File: config.mk
export PLATFORM = sky130hd
export DESIGN_NAME = sel_arb_reg_flat
export DESIGN_NICKNAME = d
export VERILOG_FILES = /design/src/rtl/sel_arb_pkg.sv /design/src/rtl/sel_arb_reg_if.sv /design/src/rtl/sel_arb_reg_rr_grant.sv /design/src/rtl/sel_arb_reg.sv /design/src/flat_wrapper.sv
export SDC_FILE = /design/constraint.sdc
export NUM_CORES = 1
export LEC_CHECK = 0
export CAP_MARGIN = 20
export CORE_MARGIN = 4
export CORE_UTILIZATION = 38
export CTS_CLUSTER_DIAMETER = 80
export DETAILED_ROUTE_END_ITERATION = 6
export PLACE_DENSITY_LB_ADDON = 0.1
export SKIP_LAST_GASP = 1
export SLEW_MARGIN = 20
export SYNTH_ARGS = -nofsm -noshare
export SYNTH_HDL_FRONTEND = slang
export SYNTH_SLANG_ARGS = --single-unit
File: constraint.sdc
create_clock -name clk -period 4.3 [get_ports clk]
set_input_delay 0.86 -clock clk [delete_from_list [all_inputs] [get_ports clk]]
set_output_delay 0.86 -clock clk [all_outputs]
set_load 0.01 [all_outputs]
File: src/rtl/sel_arb_pkg.sv
// Shared mode encodings for the registered channel selector.
package sel_arb_pkg;
  localparam logic [1:0] MODE_FIXED  = 2'b00;
  localparam logic [1:0] MODE_RR     = 2'b01;
  localparam logic [1:0] MODE_FORCED = 2'b10;
endpackage

File: src/rtl/sel_arb_reg_if.sv
// Upstream/downstream handshake bundle for sel_arb_reg.
interface sel_arb_reg_if #(
  parameter int N     = 4,
  parameter int WIDTH = 32,
  parameter int SELW  = $clog2(N)
);
  logic [N-1:0]            in_valid;
  logic [N-1:0]            in_ready;
  logic [N-1:0][WIDTH-1:0] in_data;
  logic [1:0]              mode;
  logic [SELW-1:0]         sel;
  logic                    flush;
  logic                    out_valid;
  logic                    out_ready;
  logic [WIDTH-1:0]        out_data;
  logic [SELW-1:0]         out_ch;

  modport slave (
    input  in_valid, in_data, mode, sel, flush, out_ready,
    output in_ready, out_valid, out_data, out_ch
  );
  modport master (
    output in_valid, in_data, mode, sel, flush, out_ready,
    input  in_ready, out_valid, out_data, out_ch
  );
endinterface

File: src/rtl/sel_arb_reg_rr_grant.sv
// Combinational grant: fixed / round-robin / forced selection over N requests.
module rr_grant
  import sel_arb_pkg::*;
#(
  parameter int N    = 4,
  parameter int SELW = $clog2(N)
) (
  input  logic [N-1:0]    req,
  input  logic [SELW-1:0] ptr,
  input  logic [1:0]      mode,
  input  logic [SELW-1:0] sel,
  output logic [N-1:0]    grant,
  output logic [SELW-1:0] grant_idx,
  output logic            any_grant
);
  logic [N-1:0]    masked;
  logic [SELW-1:0] hi_idx, lo_idx;
  logic            hi_any, lo_any;

  // Two priority encodes: masked (index >= ptr) first, unmasked as the wrap fallback.
  always_comb begin
    masked = '0;
    hi_idx = '0;
    lo_idx = '0;
    hi_any = 1'b0;
    lo_any = 1'b0;
    for (int i = 0; i < N; i++)
      masked[i] = req[i] & ((SELW+1)'(i) >= {1'b0, ptr});
    for (int i = N-1; i >= 0; i--) begin
      if (masked[i]) begin hi_any = 1'b1; hi_idx = SELW'(i); end
      if (req[i])    begin lo_any = 1'b1; lo_idx = SELW'(i); end
    end
  end

  always_comb begin
    grant_idx = lo_idx;
    any_grant = lo_any;
    grant     = '0;
    case (mode)
      MODE_RR: begin
        grant_idx = hi_any ? hi_idx : lo_idx;
        any_grant = hi_any | lo_any;
      end
      MODE_FORCED: begin
        grant_idx = sel;
        any_grant = 1'b0;
        // Out-of-range sel matches no channel, so it never grants.
        for (int i = 0; i < N; i++)
          if (sel == SELW'(i) && req[i]) any_grant = 1'b1;
      end
      default: ;
    endcase
    for (int i = 0; i < N; i++)
      grant[i] = any_grant & (grant_idx == SELW'(i));
  end
endmodule

File: src/rtl/sel_arb_reg.sv
// Registered N-way channel selector: grant, in_ready gating, one-entry output register.
module sel_arb_reg
  import sel_arb_pkg::*;
#(
  parameter int WIDTH = 32,
  parameter int N     = 4,
  parameter int SELW  = $clog2(N)
) (
  input  logic           clk,
  input  logic           rstn,
  sel_arb_reg_if.slave   bus
);
  logic [SELW-1:0]  ptr, gidx;
  logic [N-1:0]     grant;
  logic             any_grant, space, acc, xfer;
  logic             vld_q;
  logic [WIDTH-1:0] data_q, data_sel;
  logic [SELW-1:0]  ch_q;

  rr_grant #(.N(N), .SELW(SELW)) u_grant (
    .req       (bus.in_valid),
    .ptr       (ptr),
    .mode      (bus.mode),
    .sel       (bus.sel),
    .grant     (grant),
    .grant_idx (gidx),
    .any_grant (any_grant)
  );

  // rstn gating keeps in_ready low while reset is held.
  assign space = ~vld_q | bus.out_ready;
  assign acc   = space & ~bus.flush & rstn;
  assign xfer  = any_grant & acc;

  assign bus.in_ready  = grant & {N{acc}};
  assign bus.out_valid = vld_q;
  assign bus.out_data  = data_q;
  assign bus.out_ch    = ch_q;

  always_comb begin
    data_sel = '0;
    for (int i = 0; i < N; i++)
      if (gidx == SELW'(i)) data_sel = bus.in_data[i];
  end

  always_ff @(posedge clk or negedge rstn) begin
    if (!rstn) begin
      vld_q  <= 1'b0;
      data_q <= '0;
      ch_q   <= '0;
    end else if (bus.flush) begin
      vld_q  <= 1'b0;
    end else if (xfer) begin
      vld_q  <= 1'b1;
      data_q <= data_sel;
      ch_q   <= gidx;
    end else if (bus.out_ready) begin
      vld_q  <= 1'b0;
    end
  end

  // Explicit wrap so non-power-of-2 N never lands on an unused index.
  always_ff @(posedge clk or negedge rstn) begin
    if (!rstn)
      ptr <= '0;
    else if (xfer && bus.mode == MODE_RR)
      ptr <= (gidx == SELW'(N-1)) ? '0 : gidx + 1'b1;
  end
endmodule
File: src/flat_wrapper.sv
// flat-port wrapper written by rule: the top's interface ports become plain ports
module sel_arb_reg_flat import sel_arb_pkg::*;
#(
  parameter int WIDTH = 32,
  parameter int N     = 4,
  parameter int SELW  = $clog2(N)
)
  (clk, rstn, bus_in_valid, bus_in_data, bus_mode, bus_sel, bus_flush, bus_out_ready, bus_in_ready, bus_out_valid, bus_out_data, bus_out_ch);
  sel_arb_reg_if #(.N(N), .WIDTH(WIDTH), .SELW(SELW)) bus_i ();
  input  logic clk;
  input  logic rstn;
  input wire logic [$bits(bus_i.in_valid)-1:0] bus_in_valid;
  input wire logic [$bits(bus_i.in_data)-1:0] bus_in_data;
  input wire logic [$bits(bus_i.mode)-1:0] bus_mode;
  input wire logic [$bits(bus_i.sel)-1:0] bus_sel;
  input wire logic [$bits(bus_i.flush)-1:0] bus_flush;
  input wire logic [$bits(bus_i.out_ready)-1:0] bus_out_ready;
  output wire logic [$bits(bus_i.in_ready)-1:0] bus_in_ready;
  output wire logic [$bits(bus_i.out_valid)-1:0] bus_out_valid;
  output wire logic [$bits(bus_i.out_data)-1:0] bus_out_data;
  output wire logic [$bits(bus_i.out_ch)-1:0] bus_out_ch;
  assign bus_i.in_valid = bus_in_valid;
  assign bus_i.in_data = bus_in_data;
  assign bus_i.mode = bus_mode;
  assign bus_i.sel = bus_sel;
  assign bus_i.flush = bus_flush;
  assign bus_i.out_ready = bus_out_ready;
  assign bus_in_ready = bus_i.in_ready;
  assign bus_out_valid = bus_i.out_valid;
  assign bus_out_data = bus_i.out_data;
  assign bus_out_ch = bus_i.out_ch;
  sel_arb_reg #(.WIDTH(WIDTH), .N(N), .SELW(SELW)) u_core (.clk(clk), .rstn(rstn), .bus(bus_i));
endmodule
==> results of run 1 <==
[cells by family after synthesis]
| kind of cell | after synthesis | synth area share [%] |
|---|---|---|
| AOI/OAI and AO/OA | 116 | 29.55 |
| adders and majority gates | 6 | 3.026 |
| buffers and inverters | 40 | 7.110 |
| DFF | 37 | 37.32 |
| muxes | 4 | 1.765 |
| and+or+nand+nor | 118 | 21.23 |
[critical path: stages]
cell and delay [ps]:
clkdlybuf4s50_1 480, inv_1 50, ha_1 390, o21ai_0 120, nor3_1 160, a211oi_1 80, buf_4 150, inv_1 80
ha_1 160, inv_1 50, nor2_1 110, clkdlybuf4s50_1 560
[layout by cell type, fill, tap and decap left out, drive strengths merged, types with 2 or more instances in the layout]
master           n
nand2           36
nor2            37
inv             11
nor3            32
ha               6
clkbuf           6
a21o             2
buf             10
a211oi           2
a221oi          31
clkdlybuf4s50  176
a21oi           36
nor2b            2
mux2             3
nand2b           4
o21ai           40
dfrtp           37
and3b            2
[layout make-up]
class	count	area share, %
multi-input combinational	244	31.80
sequential	37	21.05
clock inverter	1	0.1706
tap	77	2.190
clock buffer	6	1.877
inverter	11	0.9386
timing repair buffer	187	41.98
[path summary, 6_finish.rpt]
kind / start / cells past startpoint / end
max: bus_mode[0] / 12 / bus_in_ready[2]
min: u_core.bus.out_data[19] / 2 / u_core.bus.out_data[19]
max reg2reg: u_core.ptr[1] / 13 / u_core.bus.out_data[15]
min reg2reg: u_core.bus.out_data[19] / 2 / u_core.bus.out_data[19]
max in group asynchronous: rstn / 2 / u_core.bus.out_data[15]
min in group asynchronous: rstn / 2 / u_core.bus.out_valid
[stage by stage]
| step | total power [uW] | util [%] | cells |
|---|---|---|---|
| final | 1551 | 69.28 | 563 |
| after global routing | 1672 | 69.28 | 563 |
| after CTS | 1567 | 69.00 | 563 |
| after detailed placement | 1317 | 67.59 | 556 |
| after global placement | 1300 | 67.59 | 556 |
| after floorplan | 882.2 | - | 321 |
[routing by layer]
layer	share of wire, %	wire length (microns)	GRT usage, %
met1	40	3521	26.12
met2	48	4257	36.64
met3	11	986	7.635
met4	0.54	48	5.357
met5	0	0	0
[registers in the layout (all words and copies together) (netlist names)]
signal / flops
u_core.bus.out_data: 32
u_core.bus.out_ch: 2
u_core.ptr: 2
u_core.bus.out_valid: 1
[where the power goes]
part,internal [uW],switching [uW],total (uW)
Combinational,441,350,792
Sequential,455,60.2,515
Clock,127,118,245
Total,1020,528,1550
==> impl_metrics.yaml, run 1 <==
pwr:
  p_per_area_mw_per_mm2: 352.6
  vdd_drop_max_mv: 0.2004
  p_leak_uw: 0.001753
synthesis:
  synth_top_cell_area_share_pct: 37.32
  synth.area.top_cells: "dfrtp_1, a221oi_1, a21oi_1"
  yosys.area.top_type: "dfrtp_1"
  yosysSeqAreaShare_pct: 37.32
  synth_cell_types: 31
  synth_warnings: 0
  async_flop_share_pct: 100.0
  synthTopCellsByCount: "dfrtp_1, nor2_1, a21oi_1, nand2_1, nor3_1"
  synth-edff-count: 0
  netlist_instances: 321
  avgSynthCellArea_sq_um: 7.729
  synth_ff_type: "dfrtp_1"
  ys_ff_latch: 37
  syn-cell-area_sq_mm: 0.002481
  syn_nets: 467
floorplan:
  core-area_sq_mm: 0.006350
  die_w_microns: 88.81
  die_h_microns: 88.81
  initial_core_util_pct: 39.07
  pin_count: 179
  rows: 29
  die_area_sq_mm: 0.007886
global_route:
  grt_usage_pct: 21.60
  grt_pass1_vias: 2858
  grt_start_max_net_pins: 70
  antenna_found_initial: 0
  grt_pass1_wl_mm: 13.37
  overflow: 0
timing:
  slew_viol_final: 0
  finalCritPeriodShare_pct: 95.86
  hold_viol_final: 0
  timing.fmax_ghz: 0.2426
  setup_viol: 0
  worstMarginPinSlew_ps: 622.4
  fin_setup_tns_ps: 0
  relSlewSlack_pct: 58.50
  whs_ps: 480.4
  rsz0062_at_grt: "no"
  setup_ws_ps: 177.9
  finalClockSkew_ps: 10.22
  fin_crit_ps: 4122
drt:
  num_vias: 2944
  ant_nets: 0
  routed_wl_mm: 8.814
  drt_iter0_drc: 102
  firstDrtPassIters: 4
  vias_per_cell: 5.229
  remaining_drc_errors: 0
  wl_per_cell_microns: 15.66
cells_and_area:
  area_delta_synth_final_pct: 77.31
  design_area_sq_mm: 0.004399
  nets: 632
  multiInputGateArea_sq_mm: 0.001399
  final-seq-area_sq_um: 925.9
  diodes: 0
  n_fill_cell: 569
  final_layout_size_suffix_gt1_share_pct: 5.556
critical_path:
  worstPathArrival_ps: 3260
  critPathKind: "in2out"
  r2r_slack_ps: 1310
  cp_max_fo: 7
  required_ps: 3440
  critPathLaunchType: "input pin"
  endpoint_kind: "primary output"
clock_tree:
  cts_tree: "yes"
  cts_hold_buffers: 0
  ctsResizeCount: 0
  cts_inserted_buffers: 5
  cts-root-buf: "clkbuf_8"
  postCtsSetupBuffers: 0
  clk_latency_ps: 290
  cts.path.max_buffers: 2
  clock-sinks: 37
  clk_pin_slew_ps: 70
  htree_levels: 2
outcome:
  status: "finished clean"
place:
  dpl_cell_area_sq_mm: 0.004292
  place_ws_ps: 51.10
  finalWeightedCongestion: 0.9025
  port_buffers: 178
  place_hpwl_mm: 6.683
worst_hold_path:
  hold_path_class: "reg2reg"
job:
  cap_violations: 0
Power figures use the tool's default switching activity.
==> run 2: changes to the inputs <==
- RECOVER_POWER: default -> 50
- SLEW_MARGIN: 20 -> default
==> run 2 against run 1 <==
Routed wire length decreased by 0.64%. Via count increased by 0.68%. Critical endpoint unchanged. Count of clock-buffer cells in the layout unchanged. Flip-flop and latch count unchanged. Sequential power decreased by 0.8%. Maximum frequency about the same. The flow now finishes with violations (capacitance limit, slew limit). Power decreased by 1.8%. Cell area decreased by 0.11%. Setup slack got worse by 1.5 ps.
==> impl_metrics.yaml, run 2 (same netlist as run 1, synthesis figures left out) <==
outcome:
  status: "finished, violations left"
  violations: "capacitance limit, slew limit"
critical_path:
  crit_top_cell: "inv_1"
  reg2regPathDepth: 13
  r2r_slack_ps: 1330
  crit_slowest_cell: "clkdlybuf4s50_1"
  critPathKind: "in2out"
  required_ps: 3440
  slowest_delay_ps: 560
  cp_cell_sequence: "clkdlybuf4s50_1, inv_1, ha_1, o21ai_0, nor3_1, a211oi_1, buf_4, inv_1, ha_1, inv_1, nor2_1, clkdlybuf4s50_1"
  worstReg2RegEnd: "u_core.bus.out_data[15]"
  startpoint: "bus_mode[0]"
  worstPathArrival_ps: 3260
  critPathLaunchType: "input pin"
  cp_max_fo: 7
  endpoint_kind: "primary output"
  reg2reg_from: "u_core.ptr[1]"
  cp-endpoint: "bus_in_ready[2]"
clock_tree:
  cts.path.max_buffers: 2
  clk_pin_slew_ps: 70
  cts_inserted_buffers: 5
  clk_latency_ps: 290
  htree_levels: 2
  postCtsSetupBuffers: 0
  cts-root-buf: "clkbuf_8"
  cts_tree: "yes"
  clock-sinks: 37
cells_and_area:
  nets: 632
  design_area_sq_mm: 0.004394
  final_core_util_pct: 69.20
  largest_reg_flops: 32
  area_delta_synth_final_pct: 77.11
  layout_common_cells: "clkdlybuf4s50_1, nor2_1, dfrtp_1"
  diodes: 0
  final_layout_size_suffix_gt1_share_pct: 5.144
  final_common_cell: "clkdlybuf4s50_1"
global_route:
  grt_pass1_vias: 2858
  overflow: 0
  grt_start_max_net_pins: 70
  antenna_found_initial: 0
  grt_usage_pct: 21.60
  grt_pass1_wl_mm: 13.37
pwr:
  total_power_uw: 1523
  p_per_area_mw_per_mm2: 346.6
  p_leak_uw: 0.001781
  vdd_drop_max_mv: 0.1988
timing:
  slew_viol_final: 38
  worstMarginPinSlew_ps: 1931
  whs_ps: 476.7
  setup_viol: 0
  finalClockSkew_ps: 7.687
  fin_crit_ps: 4124
  rsz0062_at_grt: "no"
  relSlewSlack_pct: -28.75
  hold_viol_final: 0
  fin_setup_tns_ps: 0
  timing.fmax_ghz: 0.2425
  finalCritPeriodShare_pct: 95.90
drt:
  ant_nets: 0
  remaining_drc_errors: 0
  routed_wl_mm: 8.758
  firstDrtPassIters: 4
  drt_iter0_drc: 110
  wl_per_cell_microns: 15.56
  num_vias: 2964
  vias_per_cell: 5.265
place:
  port_buffers: 178
  finalWeightedCongestion: 0.9025
  dpl_cell_area_sq_mm: 0.004292
  place_hpwl_mm: 6.683
floorplan:
  initial_core_util_pct: 39.07
  core-area_sq_mm: 0.006350
  pin_count: 179
  die_w_microns: 88.81
  die_h_microns: 88.81
  rows: 29
  die_area_sq_mm: 0.007886
worst_hold_path:
  hold_path_class: "reg2reg"
job:
  cap_violations: 1
run 2: cell types whose count changed in the layout (fill, tap and decap cells not counted):
cell / before / now
clkdlybuf4s50_1: 176 / 157
buf_2: 1 / 0
buf_4: 9 / 8
dlygate4sd3_1: 0 / 19
clkbuf_1: 0 / 2
run 2: layer usage:
layer / track usage, % / routed length, microns / up-vias
li1: - / - / 1499
met1: 26.12 / 3419 / 1346
met2: 36.64 / 4247 / 114
met3: 7.635 / 1037 / 5
met4: 5.357 / 53 / 0
met5: 0 / 0 / -
run 2: what timing repair did:
action                                  CTS  global route
gates resized for setup                   0             4
hold buffers                              0             0
endpoints found under the setup margin    0             3
run 2: worst min path at each step:
stage / from / to / slack, ps / cells past startpoint
after floorplan: u_core.bus.out_ch[1] / u_core.bus.out_ch[1] / 510 / 2
after CTS: u_core.bus.out_data[19] / u_core.bus.out_data[19] / 490 / 2
final: u_core.bus.out_data[13] / u_core.bus.out_data[13] / 480 / 2
after global routing: u_core.bus.out_ch[0] / u_core.bus.out_ch[0] / 500 / 2
after detailed placement: u_core.bus.out_data[0] / u_core.bus.out_data[0] / 470 / 2
after global placement: u_core.bus.out_data[0] / u_core.bus.out_data[0] / 460 / 2
run 2: cell type report:
class / instances / area [sq um]
Multi-Input combinational cell: 244 / 1399
Clock buffer: 6 / 82.58
Inverter: 11 / 41.29
Clock inverter: 1 / 7.507
Fill cell: 570 / 1956
Sequential cell: 37 / 925.9
Tap cell: 77 / 96.34
Timing Repair Buffer: 187 / 1842
run 2: through the flow:
stage | setup slack, ps | instances
6_report | 176.4 | 563
3_3_place_gp | 207.9 | 556
4_1_cts | 41.74 | 563
3_5_place_dp | 51.10 | 556
5_1_grt | 6.839 | 563
2_1_floorplan | 765.1 | 321
run 2: worst max-delay path, delay by kind of cell:
kind	cells	cell delay, ps
AO/OA/AOI/OAI	2	200
AND/OR/NAND/NOR	2	270
adder cells (fa/ha/maj)	2	550
buffers and inverters	6	1380
run 2: report_power, final:
part	switching (uW)	internal [uW]	total (uW)
sequential	56.9	454	511
combinational	349	420	769
clock	116	127	243
